## src/rtl/debounce_pkg.sv

```systemverilog
// debounce_pkg: shared defaults and helpers for the multi-channel debouncer.
//   DEFAULT_DEBOUNCE_CLKS : stability window in clocks when no override is given
//   DEFAULT_SYNC_STAGES   : synchroniser depth when no override is given
//   us_to_clks()          : converts a microsecond settle time into a clock count
package debounce_pkg;

   localparam int DEFAULT_DEBOUNCE_CLKS = 10_000;
   localparam int DEFAULT_SYNC_STAGES   = 2;

   // Rounds up so the real settle time is never shorter than requested.
   // The result is clamped to 2, the smallest window the debouncer accepts.
   function automatic int unsigned us_to_clks(input int unsigned delay_us,
                                              input longint unsigned clk_hz);
      longint unsigned clks;
      clks = (64'(delay_us) * clk_hz + 64'd999_999) / 64'd1_000_000;
      if (clks < 64'd2) clks = 64'd2;
      return 32'(clks);
   endfunction

endpackage

```

## src/rtl/debounce_multi_if.sv

```systemverilog
// debounce_multi_if: pin-side and control-side signals of the debouncer.
//   async_in     : raw asynchronous inputs (driven by the board side)
//   debounce_out : debounced level per channel
//   rise_pulse   : one-cycle 0->1 event per channel
//   fall_pulse   : one-cycle 1->0 event per channel
//   busy         : channel has a candidate change pending
// master drives async_in and observes the results; slave is the debouncer.
interface debounce_multi_if #(
   parameter int NUM_CH = 4
);
   logic [NUM_CH-1:0] async_in;
   logic [NUM_CH-1:0] debounce_out;
   logic [NUM_CH-1:0] rise_pulse;
   logic [NUM_CH-1:0] fall_pulse;
   logic [NUM_CH-1:0] busy;

   modport master (output async_in,
                   input  debounce_out, rise_pulse, fall_pulse, busy);
   modport slave  (input  async_in,
                   output debounce_out, rise_pulse, fall_pulse, busy);
endinterface

```

## src/rtl/debounce_channel.sv

```systemverilog
// debounce_channel: single-bit synchroniser, stability counter and edge pulses.
//   clk, rst     : system clock, synchronous active-high reset
//   async_in     : raw asynchronous input
//   debounce_out : registered debounced level
//   rise_pulse   : high for the first cycle debounce_out reads 1 after a 0
//   fall_pulse   : high for the first cycle debounce_out reads 0 after a 1
//   busy         : mismatch counter is nonzero
module debounce_channel #(
   parameter int   DEBOUNCE_CLKS = 10_000,
   parameter int   SYNC_STAGES   = 2,
   parameter logic RESET_VALUE   = 1'b0
) (
   input  logic clk,
   input  logic rst,
   input  logic async_in,
   output logic debounce_out,
   output logic rise_pulse,
   output logic fall_pulse,
   output logic busy
);

   localparam int             CW      = $clog2(DEBOUNCE_CLKS);
   localparam logic [CW-1:0]  CNT_MAX = CW'(DEBOUNCE_CLKS - 1);

   logic [SYNC_STAGES-1:0] sync_q;
   logic [CW-1:0]          cnt_q;
   logic                   sync_s;
   logic                   mismatch;
   logic                   flip;

   assign sync_s   = sync_q[SYNC_STAGES-1];
   assign mismatch = (sync_s != debounce_out);
   // Flip on the DEBOUNCE_CLKS-th consecutive mismatch: counter already holds
   // the previous DEBOUNCE_CLKS-1 mismatches.
   assign flip     = mismatch && (cnt_q == CNT_MAX);
   assign busy     = (cnt_q != '0);

   always_ff @(posedge clk) begin
      if (rst) begin
         sync_q       <= {SYNC_STAGES{RESET_VALUE}};
         debounce_out <= RESET_VALUE;
         cnt_q        <= '0;
         rise_pulse   <= 1'b0;
         fall_pulse   <= 1'b0;
      end else begin
         sync_q     <= {sync_q[SYNC_STAGES-2:0], async_in};
         // Pulses register alongside debounce_out so both are visible together.
         rise_pulse <= flip &  sync_s;
         fall_pulse <= flip & ~sync_s;
         // Any matching cycle clears the count: runts never accumulate.
         if (!mismatch || flip) cnt_q <= '0;
         else                   cnt_q <= cnt_q + CW'(1);
         if (flip) debounce_out <= sync_s;
      end
   end

endmodule

```

## src/rtl/debounce_multi.sv

```systemverilog
// debounce_multi: NUM_CH independent debouncers for buttons and switches.
//   clk, rst : system clock, synchronous active-high reset
//   bus      : debounce_multi_if.slave (async_in in; debounce_out, rise_pulse,
//              fall_pulse, busy out), each NUM_CH bits wide
// The interface instance must be built with the same NUM_CH.
module debounce_multi
   import debounce_pkg::*;
#(
   parameter int              NUM_CH        = 4,
   parameter int              DEBOUNCE_CLKS = DEFAULT_DEBOUNCE_CLKS,
   parameter int              SYNC_STAGES   = DEFAULT_SYNC_STAGES,
   parameter logic [NUM_CH-1:0] RESET_VALUE = '0
) (
   input  logic              clk,
   input  logic              rst,
   debounce_multi_if.slave   bus
);

   if (NUM_CH < 1)        begin : g_bad_ch   $error("NUM_CH must be >= 1");        end
   if (DEBOUNCE_CLKS < 2) begin : g_bad_clks $error("DEBOUNCE_CLKS must be >= 2"); end
   if (SYNC_STAGES < 2)   begin : g_bad_sync $error("SYNC_STAGES must be >= 2");   end

   for (genvar i = 0; i < NUM_CH; i++) begin : g_ch
      debounce_channel #(
         .DEBOUNCE_CLKS (DEBOUNCE_CLKS),
         .SYNC_STAGES   (SYNC_STAGES),
         .RESET_VALUE   (RESET_VALUE[i])
      ) u_ch (
         .clk          (clk),
         .rst          (rst),
         .async_in     (bus.async_in[i]),
         .debounce_out (bus.debounce_out[i]),
         .rise_pulse   (bus.rise_pulse[i]),
         .fall_pulse   (bus.fall_pulse[i]),
         .busy         (bus.busy[i])
      );
   end

endmodule

```

## src/flat_wrapper.sv

```systemverilog
// flat-port wrapper written by rule: the top's interface ports become plain ports
module debounce_multi_flat import debounce_pkg::*;
#(
   parameter int              NUM_CH        = 4,
   parameter int              DEBOUNCE_CLKS = DEFAULT_DEBOUNCE_CLKS,
   parameter int              SYNC_STAGES   = DEFAULT_SYNC_STAGES,
   parameter logic [NUM_CH-1:0] RESET_VALUE = '0
)
  (clk, rst, bus_async_in, bus_debounce_out, bus_rise_pulse, bus_fall_pulse, bus_busy);
  debounce_multi_if #(.NUM_CH(NUM_CH)) bus_i ();
  input  logic clk;
  input  logic rst;
  input wire logic [$bits(bus_i.async_in)-1:0] bus_async_in;
  output wire logic [$bits(bus_i.debounce_out)-1:0] bus_debounce_out;
  output wire logic [$bits(bus_i.rise_pulse)-1:0] bus_rise_pulse;
  output wire logic [$bits(bus_i.fall_pulse)-1:0] bus_fall_pulse;
  output wire logic [$bits(bus_i.busy)-1:0] bus_busy;
  assign bus_i.async_in = bus_async_in;
  assign bus_debounce_out = bus_i.debounce_out;
  assign bus_rise_pulse = bus_i.rise_pulse;
  assign bus_fall_pulse = bus_i.fall_pulse;
  assign bus_busy = bus_i.busy;
  debounce_multi #(.NUM_CH(NUM_CH), .DEBOUNCE_CLKS(DEBOUNCE_CLKS), .SYNC_STAGES(SYNC_STAGES), .RESET_VALUE(RESET_VALUE)) u_core (.clk(clk), .rst(rst), .bus(bus_i));
endmodule
```

## config.mk

```make
export PLATFORM = sky130hd
export DESIGN_NAME = debounce_multi_flat
export DESIGN_NICKNAME = d
export VERILOG_FILES = /design/src/rtl/debounce_pkg.sv /design/src/rtl/debounce_multi_if.sv /design/src/rtl/debounce_channel.sv /design/src/rtl/debounce_multi.sv /design/src/flat_wrapper.sv
export SDC_FILE = /design/constraint.sdc
export NUM_CORES = 1
export LEC_CHECK = 0
export ABC_AREA = 1
export BUFFER_PORTS_ARGS = -buffer_cell sky130_fd_sc_hd__buf_2
export CORE_MARGIN = 2
export CORE_UTILIZATION = 60
export CTS_BUF_LIST = sky130_fd_sc_hd__clkbuf_16
export CTS_CLUSTER_DIAMETER = 60
export DETAILED_ROUTE_END_ITERATION = 12
export PLACE_DENSITY = 0.91
export SYNTH_ARGS = -nofsm -noshare
export SYNTH_HDL_FRONTEND = slang
export SYNTH_HIERARCHICAL = 1
export SYNTH_SLANG_ARGS = --single-unit
export TNS_END_PERCENT = 50
```

## constraint.sdc

```tcl
create_clock -name clk -period 1.7 [get_ports clk]
set_input_delay 0.255 -clock clk [delete_from_list [all_inputs] [get_ports clk]]
set_output_delay 0.255 -clock clk [all_outputs]
set_load 0.03 [all_outputs]
```

==> out/summary.log, run 1 <==
INFO  power          pwr-share-seq=0.491
INFO  sta            fin_skew=0.00597ns
INFO  worst_setup_path critPathCaptureType=output port
INFO  sta            period_utilisation_layout=0.970
INFO  drt            detail_route.wl_per_cell=11.7µm
INFO  synth          synth_mux_area_frac=0
INFO  synth          synth_top_family_by_area=simple AND/OR/NAND/NOR gates
INFO  synth          synth_sequential_area_ratio=0.429
INFO  cts            clock_latency=0.33ns
INFO  global_route   grt_util_all_layers=0.234
INFO  placement      port_buffers=21
INFO  hold_path      holdCritPathClass=input pin to flip-flop
INFO  sta            timing.final.max_slew_violations=0
INFO  synth          yosys.area_share.simple=0.368
INFO  worst_setup_path worstReg2RegStart=u_core/g_ch[0].u_ch/cnt_q[0]$_SDFF_PP0_
INFO  power          vdd_drop_max=0.675mV
INFO  power          net_switching_power_figure=740µW
INFO  synth          synth_area_per_cell=7.10µm²
INFO  global_route   grt_first_pass_wirelength=12.1mm
INFO  cts            count_of_cells_resized_by_post_cts_repair=0
INFO  floorplan      pin_count=22
INFO  drt            drt-initial-drc-count=136
INFO  hold_path      hold_path_startpoint=bus_async_in[0]
INFO  finish         post_route_cells_drive_above_1_share=0.113
INFO  sta            tightest_slew=0.296ns
INFO  finish         utilization=0.688
INFO  worst_setup_path cp.buffers_inverters=2
INFO  global_route   number_of_antenna_violations_at_the_first_check_in_global_routing=0
INFO  cts            clkTransAtPathRegs=0.05ns
INFO  power          p_per_area=916nW/µm²
INFO  finish         fillCellCount=461
INFO  status         status=completed
INFO  floorplan      design.die.area=6540µm²
INFO  synth          yosysTopAreaCell=dfxtp_1
INFO  sta            max-slew-margin-rel=0.803
INFO  floorplan      num_rows=28
INFO  synth          synth_area_leaders=dfxtp_1, nand2_1, nor2_1
INFO  worst_setup_path timing.critical_path.from_type=flip-flop
INFO  placement      place_worst_setup_slack=0.219ns
INFO  placement      dp.final_hpwl=4.95mm
INFO  job            max-cap-violations=0
INFO  synth          synth_compound_area_frac=0.0592
INFO  finish         area.growth.synth_to_final=12.8%
INFO  synth          synth_seq_cells=76
INFO  drt            detail_route.first_pass.iterations=7
INFO  cts            cts_made_buffers=9
INFO  synth          synth_nets=514
INFO  floorplan      die-width=80.9µm
INFO  worst_setup_path worstPathMaxFanout=4
INFO  sta            max_clock_freq=607MHz
INFO  drt            routed_wl=7.13mm
INFO  drt            final_antenna_net_count=0
INFO  sta            timing.final.hold_violations=0
INFO  cts            post_cts.repair.setup_buffers=0
INFO  cts            htree_levels=3
INFO  power          swShare=0.202
INFO  floorplan      die_height=80.9µm
INFO  cts            cts_hold_buf=0
INFO  floorplan      core-area=5820µm²
INFO  synth          synth_xor_xnor_area_share=0.0395
INFO  worst_setup_path crit_path_cell_trace=inv_1, ha_1, nand3_1, nor2_1, nand3_1, buf_4
INFO  synth          ys_warn_count=6
INFO  worst_setup_path worst_path_most_repeated_cell=nand3_1
INFO  cts            cts_num_sinks=76
INFO  global_route   grt_pass1_vias=2994
INFO  finish         insertedDiodeCount=0
INFO  global_route   overflow=0
INFO  sta            layout_setup_ws=0.0513ns
INFO  synth          synth_fa_ha_area_frac=0.0282
INFO  synth          mapped_cells=500
INFO  synth          ys_types=20
INFO  worst_setup_path critical_path.top_delay_family=flip-flops
INFO  worst_setup_path cp.arrival=1.39ns
INFO  worst_setup_path slowest_stage=dfxtp_1
INFO  power          leakage=0.00143µW
INFO  worst_setup_path crit_type=flip-flop to output port
INFO  placement      gp_congestion=0.853
INFO  worst_setup_path timing.critical_path.required=1.44ns
INFO  worst_setup_path cp_slowest_stage_delay=0.33ns
INFO  sta            finalWorstPathRequiredPeriod=1.65ns
INFO  drt            average_via_count_per_standard_cell=5.22
INFO  worst_setup_path critPathLaunch=u_core/g_ch[2].u_ch/cnt_q[0]$_SDFF_PP0_
INFO  power          gate_power_share=0.017
INFO  cts            clock_tree_buf_depth=2
INFO  finish         fin_nets=542
INFO  cts            tritoncts_clock_tree=done
INFO  floorplan      initial_core_util=0.610
INFO  drt            drc=0
INFO  synth          post-synth-top-area-fraction=0.429
INFO  synth          mappedNetlistArea=3550µm²
INFO  global_route   grt_max_degree=17
INFO  cts            clock_tree.root_cell=clkbuf_16
INFO  power          clock_group_share_of_total_power=0.491
INFO  power          cellInternalPower=2930µW
INFO  sta            grt_setup_unrepaired=true
INFO  drt            dr_total_vias=3174
INFO  sta            report.final.setup_viol=0
worst register-to-register path: cells and delay by family, from the launching register on:
family / cells / cell delay, ns
AND/OR/NAND/NOR: 5 / 0.79
adder cells (fa/ha/maj): 1 / 0.23
flip-flops: 1 / 0.38
synthesized netlist by cell type:
library cell and count:
nor4_1 4, xnor2_1 12, or2_0 8, nor2_2 8, buf_6 4, o21bai_1 4, nor3b_1 4, nor2_1 104
nand4_1 16, nand2_2 4, nand2_1 108, nand3_1 28, dfxtp_1 76, o21ai_0 4, inv_1 60, ha_1 8
or2_2 8, a21oi_1 32, nand3_2 4, xor2_1 4
flip-flops by register name, indices dropped and copies added (netlist names):
| signal | count |
|---|---|
| u_core/g_ch.u_ch/cnt_q | 56 |
| u_core/g_ch.u_ch/fall_pulse | 4 |
| u_core/g_ch.u_ch/debounce_out | 4 |
| u_core/g_ch.u_ch/rise_pulse | 4 |
| u_core/g_ch.u_ch/sync_q | 8 |
logic make-up (layout without fill, tap and decap cells):
logic type | after synthesis | count (layout)
DFF | 76 | 76
AOI/OAI and AO/OA | 40 | 40
xor gates and xnor gates | 16 | 16
buffers and inverters | 64 | 97
and+or+nand+nor | 296 | 296
adders and majority gates | 8 | 8
path summary, 6_finish.rpt:
path                                                                 end  slack, ns  cells past startpoint
worst max-delay path                                         bus_busy[2]       0.05                      6
worst min-delay path            u_core/g_ch[0].u_ch/sync_q[0]$_SDFF_PP0_       0.13                      3
worst max register to register   u_core/g_ch[0].u_ch/cnt_q[5]$_SDFF_PP0_       0.17                      6
worst min register to register  u_core/g_ch[3].u_ch/sync_q[1]$_SDFF_PP0_       0.42                      2
layer usage:
layer | up-vias | routed length (µm) | track usage
li1 | 1626 | - | -
met1 | 1450 | 3100 | 0.268
met2 | 86 | 3540 | 0.407
met3 | 12 | 350 | 0.0578
met4 | 0 | 139 | 0.115
met5 | - | 0 | 0
power by group through the flow:
stage,Clock (µW),Combinational [µW],Sequential (µW)
2_1_floorplan,0,44.2,1840
3_3_place_gp,0,58.3,1840
3_5_place_dp,0,60.1,1840
4_1_cts,1830,62.1,1800
5_1_grt,1900,73.2,1800
6_report,1800,64.1,1800
layout by cell type, fill, tap and decap left out, types with 8 or more instances in the layout:
master and n:
nor2_1 104, a21oi_1 32, clkbuf_16 9, inv_1 58
or2_2 8, buf_2 18, ha_1 8, xnor2_1 12
dfxtp_1 75, nand2_1 108, nand4_1 16, nand3_1 28
nor2_2 8, or2_0 8
cell type report:
type	instances	area [µm²]	area share
repair buffers	21	120	0.0300
clock buffers	9	225	0.0563
flip-flops and latches	76	1520	0.381
clock inverters	7	57.6	0.0144
well taps	75	93.8	0.0235
multi-input cells	360	1760	0.439
inverters	60	225	0.0563
through the flow:
step | power [µW] | hold WS [ns] | instances | TNS, ns | area (µm²)
global route | 3780 | 0.133 | 608 | -0.0251 | 4000
finish | 3670 | 0.134 | 608 | 0 | 4000
global placement | 1900 | 0.394 | 592 | 0 | 3700
floorplan | 1880 | 0.326 | 500 | 0 | 3550
CTS | 3700 | 0.124 | 608 | 0 | 3990
detailed placement | 1900 | 0.402 | 592 | 0 | 3700
No activity file was read; power rests on OpenSTA's default activity.
==> inputs of run 2 (changes only) <==
--- a/config.mk
+++ b/config.mk
@@ -7,12 +7,11 @@
 export LEC_CHECK = 0
 export ABC_AREA = 1
 export BUFFER_PORTS_ARGS = -buffer_cell sky130_fd_sc_hd__buf_2
-export CORE_MARGIN = 2
-export CORE_UTILIZATION = 60
+export CORE_UTILIZATION = 54
 export CTS_BUF_LIST = sky130_fd_sc_hd__clkbuf_16
 export CTS_CLUSTER_DIAMETER = 60
 export DETAILED_ROUTE_END_ITERATION = 12
-export PLACE_DENSITY = 0.91
+export PLACE_DENSITY = 0.87
 export SYNTH_ARGS = -nofsm -noshare
 export SYNTH_HDL_FRONTEND = slang
 export SYNTH_HIERARCHICAL = 1
==> constraint.sdc (replaced) <==
create_clock -name clk -period 1.4 [get_ports clk]
set_input_delay 0.21 -clock clk [delete_from_list [all_inputs] [get_ports clk]]
set_output_delay 0.21 -clock clk [all_outputs]
set_load 0.03 [all_outputs]
==> run 2 against run 1 <==
Effect of this change: the run now ends with negative setup slack left; cell count increased by 3.0%; combinational power up 54%; first-iteration DRC count grew 7.4%; sequential power rose by 22%; via count is 6.3% higher; clock-buffer cell count did not move; setup slack worse by 0.24 ns; critical endpoint is now bus_busy[3].
==> out/summary.log, run 2 (synthesis gave the netlist of run 1 again) <==
INFO  cts            tritoncts_clock_tree=done
INFO  finish         insertedDiodeCount=0
INFO  drt            drc=0
INFO  floorplan      die_height=83.1µm
INFO  floorplan      num_rows=29
INFO  job            max-cap-violations=0
INFO  drt            detail_route.wl_per_cell=13.2µm
INFO  worst_setup_path crit_path_cell_trace=buf_6, inv_4, ha_4, nand3_2, nor2_2, nand3_2, buf_6
INFO  sta            report.final.setup_viol=5
INFO  floorplan      core-area=6350µm²
INFO  placement      port_buffers=21
INFO  sta            totalNegativeSetupSlack=-0.717ns
INFO  floorplan      design.die.area=6900µm²
INFO  drt            detail_route.first_pass.iterations=4
INFO  finish         top_library_cells_by_usage_in_the_layout_fill_and_taps_aside=nand2_1, nor2_1, dfxtp_1
INFO  floorplan      die-width=83.1µm
INFO  cts            clock_tree_buf_depth=2
INFO  cts            clock_tree.root_cell=clkbuf_16
INFO  sta            layout_setup_ws=-0.185ns
INFO  status         status=complete, but fails checks
INFO  worst_setup_path cp_slowest_stage_delay=0.32ns
INFO  finish         final_common_cell=nand2_1
INFO  finish         register_with_the_highest_flop_count=u_core/g_ch.u_ch/cnt_q
INFO  worst_setup_path timing.critical_path.from_type=flip-flop
INFO  finish         utilization=0.699
INFO  floorplan      initial_core_util=0.559
INFO  finish         post_route_cells_drive_above_1_share=0.231
INFO  cts            cts_made_buffers=9
INFO  worst_setup_path slowest_stage=dfxtp_2
INFO  status         violations=negative setup slack
INFO  global_route   grt_max_degree=17
INFO  finish         area.growth.synth_to_final=25.0%
INFO  sta            timing.final.max_slew_violations=0
INFO  sta            grt_setup_unrepaired=true
INFO  cts            clock_latency=0.33ns
INFO  sta            max-slew-margin-rel=0.783
INFO  global_route   grt_util_all_layers=0.238
INFO  power          vdd_drop_max=0.967mV
INFO  finish         fin_area=4440µm²
INFO  worst_setup_path critical_path.top_delay_family=flip-flops
INFO  placement      dp.final_hpwl=5.07mm
INFO  floorplan      pin_count=22
INFO  sta            period_utilisation_layout=1.13
INFO  drt            dr_total_vias=3373
INFO  placement      placed_area=3780µm²
INFO  sta            timing.final.hold_violations=0
INFO  cts            cts_hold_buf=0
INFO  sta            fin_skew=0.00940ns
INFO  power          leakage=0.00164µW
INFO  drt            drt-initial-drc-count=146
INFO  finish         largestRegisters=u_core/g_ch.u_ch/cnt_q x56, u_core/g_ch.u_ch/sync_q x8
INFO  worst_setup_path worstPathMaxFanout=2
INFO  placement      gp_congestion=0.863
INFO  global_route   number_of_antenna_violations_at_the_first_check_in_global_routing=0
INFO  worst_setup_path timing.critical_path.required=1.19ns
INFO  hold_path      holdCritPathClass=input pin to flip-flop
INFO  worst_setup_path crit_type=flip-flop to output port
INFO  worst_setup_path critPathCaptureType=output port
INFO  finish         fin_nets=558
INFO  global_route   overflow=0
INFO  sta            max_clock_freq=631MHz
INFO  power          p_per_area=1110nW/µm²
INFO  power          power.total=4930µW
INFO  sta            tightest_slew=0.325ns
INFO  cts            htree_levels=3
INFO  finish         number_of_flip_flops_under_the_largest_register_name=56
INFO  worst_setup_path cp.buffers_inverters=3
INFO  drt            routed_wl=8.28mm
INFO  placement      place_worst_setup_slack=-0.0358ns
INFO  sta            finalWorstPathRequiredPeriod=1.58ns
INFO  worst_setup_path cp.arrival=1.37ns
INFO  drt            average_via_count_per_standard_cell=5.39
INFO  drt            final_antenna_net_count=0
INFO  cts            clkTransAtPathRegs=0.06ns
INFO  global_route   grt_first_pass_wirelength=13.2mm
INFO  global_route   grt_pass1_vias=3085
INFO  cts            cts_num_sinks=76
-- run 2: cell types whose count changed in the layout (fill, tap and decap cells not counted), sizes merged --
cell	delta
clkinv	-2
buf	+15
bufinv	+2
nand2	+1
-- run 2: path summary, 6_finish.rpt --
check                                                                end  cells past startpoint  slack [ns]                                      from
worst max register to register   u_core/g_ch[1].u_ch/cnt_q[6]$_SDFF_PP0_                      6       -0.01   u_core/g_ch[1].u_ch/cnt_q[0]$_SDFF_PP0_
worst min register to register  u_core/g_ch[3].u_ch/sync_q[1]$_SDFF_PP0_                      2        0.40  u_core/g_ch[3].u_ch/sync_q[0]$_SDFF_PP0_
worst min-delay path            u_core/g_ch[2].u_ch/sync_q[0]$_SDFF_PP0_                      3        0.08                           bus_async_in[2]
worst max-delay path                                         bus_busy[3]                      7       -0.18   u_core/g_ch[3].u_ch/cnt_q[1]$_SDFF_PP0_
-- run 2: power breakdown --
group          switching, µW  internal [µW]
Clock                    904           1730
Combinational           62.4           36.3
Sequential              12.0           2180
-- run 2: final cells by class --
cell class                      count  area, µm²
Tap cell                           77       96.3
Multi-Input combinational cell    361       1980
Inverter                           60        235
Timing Repair Buffer               36        258
Sequential cell                    76       1530
Fill cell                         438       1910
Clock inverter                      7        115
Clock buffer                        9        225
-- run 2: what timing repair did --
action	in CTS	in global routing
pin swaps	12	8
setup endpoints to repair	34	56
cloned	0	1
buffers inserted	4	2
resized for setup	50	31
-- run 2: per-layer routing --
metal | track usage | up-vias | part of all wire
li1 | - | 1668 | -
met1 | 0.263 | 1567 | 0.42
met2 | 0.416 | 109 | 0.50
met3 | 0.0467 | 29 | 0.046
met4 | 0.152 | 0 | 0.037
met5 | 0 | - | 0
-- run 2: through the flow --
stage / hold slack [ns] / std cells
floorplan: 0.281 / 500
global placement: 0.390 / 604
detailed placement: 0.396 / 604
CTS: 0.0733 / 624
global route: 0.0978 / 626
finish: 0.0802 / 626
-- run 2: worst min-delay path, delay by kind of cell --
family,cells,cell delay (ns)
buffers and inverters,2,0.10
AND/OR/NAND/NOR,1,0.06
==> inputs of run 3 (changes only) <==
--- a/config.mk
+++ b/config.mk
@@ -11,7 +11,10 @@
 export CTS_BUF_LIST = sky130_fd_sc_hd__clkbuf_16
 export CTS_CLUSTER_DIAMETER = 60
 export DETAILED_ROUTE_END_ITERATION = 12
+export HOLD_SLACK_MARGIN = 0.15
 export PLACE_DENSITY = 0.87
+export RECOVER_POWER = 100
+export SLEW_MARGIN = 30
 export SYNTH_ARGS = -nofsm -noshare
 export SYNTH_HDL_FRONTEND = slang
 export SYNTH_HIERARCHICAL = 1
==> run 3 against run 2 <==
Effect of this change: sequential power is essentially flat; critical endpoint is now bus_busy[1]; the run still ends with negative setup slack left; clock power about the same; non-clock buffer count rose by 4; clock-buffer cell count is the same; largest power group unchanged; global-route usage up 0.17 points; largest cell class unchanged.
==> out/summary.log, run 3 (synthesis gave the netlist of run 1 again) <==
INFO  status         status=complete, but fails checks
INFO  status         violations=negative setup slack
INFO  power          leakage=0.00160µW
INFO  floorplan      core-area=6350µm²
INFO  power          cellInternalPower=3950µW
INFO  placement      placed_cells_incl_taps=604
INFO  worst_setup_path cp.arrival=1.37ns
INFO  drt            detail_route.first_pass.iterations=5
INFO  drt            average_via_count_per_standard_cell=5.38
INFO  sta            layout_setup_ws=-0.178ns
INFO  sta            timing.final.hold_violations=0
INFO  finish         top_library_cells_by_usage_in_the_layout_fill_and_taps_aside=nand2_1, nor2_1, dfxtp_1
INFO  power          vdd_drop_max=0.977mV
INFO  drt            routed_wl=8.34mm
INFO  sta            max_clock_freq=634MHz
INFO  global_route   overflow=0
INFO  finish         layoutNonFillerInstCount=630
INFO  power          p_per_area=1110nW/µm²
INFO  sta            fin_skew=0.00870ns
INFO  drt            detail_route.wl_per_cell=13.2µm
INFO  floorplan      die-width=83.1µm
INFO  finish         post_route_cells_drive_above_1_share=0.206
INFO  global_route   grt_pass1_vias=3118
INFO  cts            tritoncts_clock_tree=done
INFO  floorplan      design.die.area=6900µm²
INFO  sta            finalWorstPathRequiredPeriod=1.58ns
INFO  finish         register_with_the_highest_flop_count=u_core/g_ch.u_ch/cnt_q
INFO  global_route   grt_util_all_layers=0.239
INFO  cts            cts_made_buffers=9
INFO  worst_setup_path critPathCaptureType=output port
INFO  placement      place_worst_setup_slack=-0.0358ns
INFO  finish         seqCellArea=1530µm²
INFO  power          gate_power_share=0.021
INFO  global_route   number_of_antenna_violations_at_the_first_check_in_global_routing=0
INFO  sta            period_utilisation_layout=1.13
INFO  power          net_switching_power_figure=979µW
INFO  placement      gp_congestion=0.863
INFO  finish         fin_nets=562
INFO  finish         number_of_flip_flops_under_the_largest_register_name=56
INFO  placement      port_buffers=21
INFO  drt            final_antenna_net_count=0
INFO  job            max-cap-violations=0
INFO  drt            dr_total_vias=3387
INFO  worst_setup_path rr_worst_depth=6
INFO  sta            timing.final.max_slew_violations=0
INFO  finish         fillCellCount=443
INFO  cts            clock_latency=0.33ns
INFO  cts            clock_tree_buf_depth=2
INFO  power          swShare=0.198
INFO  worst_setup_path worstPathMaxFanout=4
INFO  global_route   grt_first_pass_wirelength=13.3mm
INFO  power          clock_group_share_of_total_power=0.535
INFO  drt            drt-initial-drc-count=148
INFO  worst_setup_path timing.critical_path.required=1.19ns
INFO  hold_path      holdCritPathClass=input pin to flip-flop
INFO  cts            htree_levels=3
INFO  drt            drc=0
INFO  floorplan      die_height=83.1µm
INFO  finish         insertedDiodeCount=0
INFO  finish         final_common_cell=nand2_1
INFO  sta            grt_setup_unrepaired=true
INFO  global_route   grt_max_degree=17
INFO  sta            report.final.setup_viol=6
INFO  finish         area.growth.synth_to_final=25.4%
INFO  cts            cts_num_sinks=76
INFO  hold_path      holdPathStages=2
INFO  cts            clkTransAtPathRegs=0.06ns
INFO  sta            max-slew-margin-rel=0.753
INFO  worst_setup_path timing.critical_path.from_type=flip-flop
INFO  floorplan      num_rows=29
INFO  finish         multiInputGateArea=1960µm²
INFO  floorplan      pin_count=22
INFO  power          pwr-share-seq=0.444
INFO  cts            clock_tree.root_cell=clkbuf_16
INFO  floorplan      initial_core_util=0.559
INFO  finish         largestRegisters=u_core/g_ch.u_ch/cnt_q x56, u_core/g_ch.u_ch/sync_q x8
INFO  placement      dp.final_hpwl=5.07mm
INFO  power          power.total=4930µW
INFO  sta            tightest_slew=0.372ns
INFO  worst_setup_path crit_type=flip-flop to output port
run 3: cell count changes in the layout (fill, tap and decap cells not counted):
cell	before	now
buf_2	17	5
clkbuf_1	0	12
dlygate4sd3_1	0	4
nand2_2	4	5
nand2_4	6	5
nor2_1	93	94
nor2_4	3	2
run 3: worst paths after layout:
check                                            from                                        to  slack, ns
min                                               rst  u_core/g_ch[0].u_ch/sync_q[0]$_SDFF_PP0_       0.24
max           u_core/g_ch[1].u_ch/cnt_q[6]$_SDFF_PP0_                               bus_busy[1]      -0.18
max reg2reg   u_core/g_ch[1].u_ch/cnt_q[0]$_SDFF_PP0_   u_core/g_ch[1].u_ch/cnt_q[6]$_SDFF_PP0_          0
min reg2reg  u_core/g_ch[3].u_ch/sync_q[0]$_SDFF_PP0_  u_core/g_ch[3].u_ch/sync_q[1]$_SDFF_PP0_       0.40
run 3: area by class of cell:
cell class                 instances  area share
timing repair buffer              40      0.0636
tap                               77      0.0217
multi-input combinational        361       0.441
clock inverter                     7      0.0259
clock buffer                       9      0.0506
inverter                          60      0.0529
sequential                        76       0.344
run 3: critical path, cell delays in order (launching register included):
cell and delay (ns):
dfxtp_1 0.36, nor2_1 0.15, nand2_2 0.11, nor2_2 0.14, nand3_2 0.10, buf_6 0.16
run 3: timing repair:
action                                  CTS  global route
endpoints found under the setup margin   34            56
hold endpoints to repair                  4             0
hold buffers                              4             0
resized for setup                        50            31
pin swaps                                12             8
cloned                                    0             1
setup buffers                             4             2
run 3: layer usage:
layer	up-vias	GRT usage	share of wire
li1	1675	-	-
met1	1569	0.263	0.42
met2	117	0.422	0.50
met3	26	0.0467	0.045
met4	0	0.152	0.036
met5	-	0	0
run 3: metrics by stage:
step           hold slack (ns)  TNS [ns]  instance area [µm²]   util
6_report                 0.238    -0.707                 4450  0.700
3_3_place_gp             0.390         0                 3780  0.595
3_5_place_dp             0.396   -0.0942                 3780  0.595
4_1_cts                  0.230    -0.647                 4360  0.686
2_1_floorplan            0.281         0                 3550      -
5_1_grt                  0.261     -2.36                 4450  0.700
run 3: power groups by stage:
stage          Clock, µW  Sequential, µW  Combinational (µW)
2_1_floorplan          0            2230                53.7
3_3_place_gp           0            2230                74.7
3_5_place_dp           0            2230                77.5
4_1_cts             2670            2190                99.3
5_1_grt             2750            2190                 116
6_report            2640            2190                 106
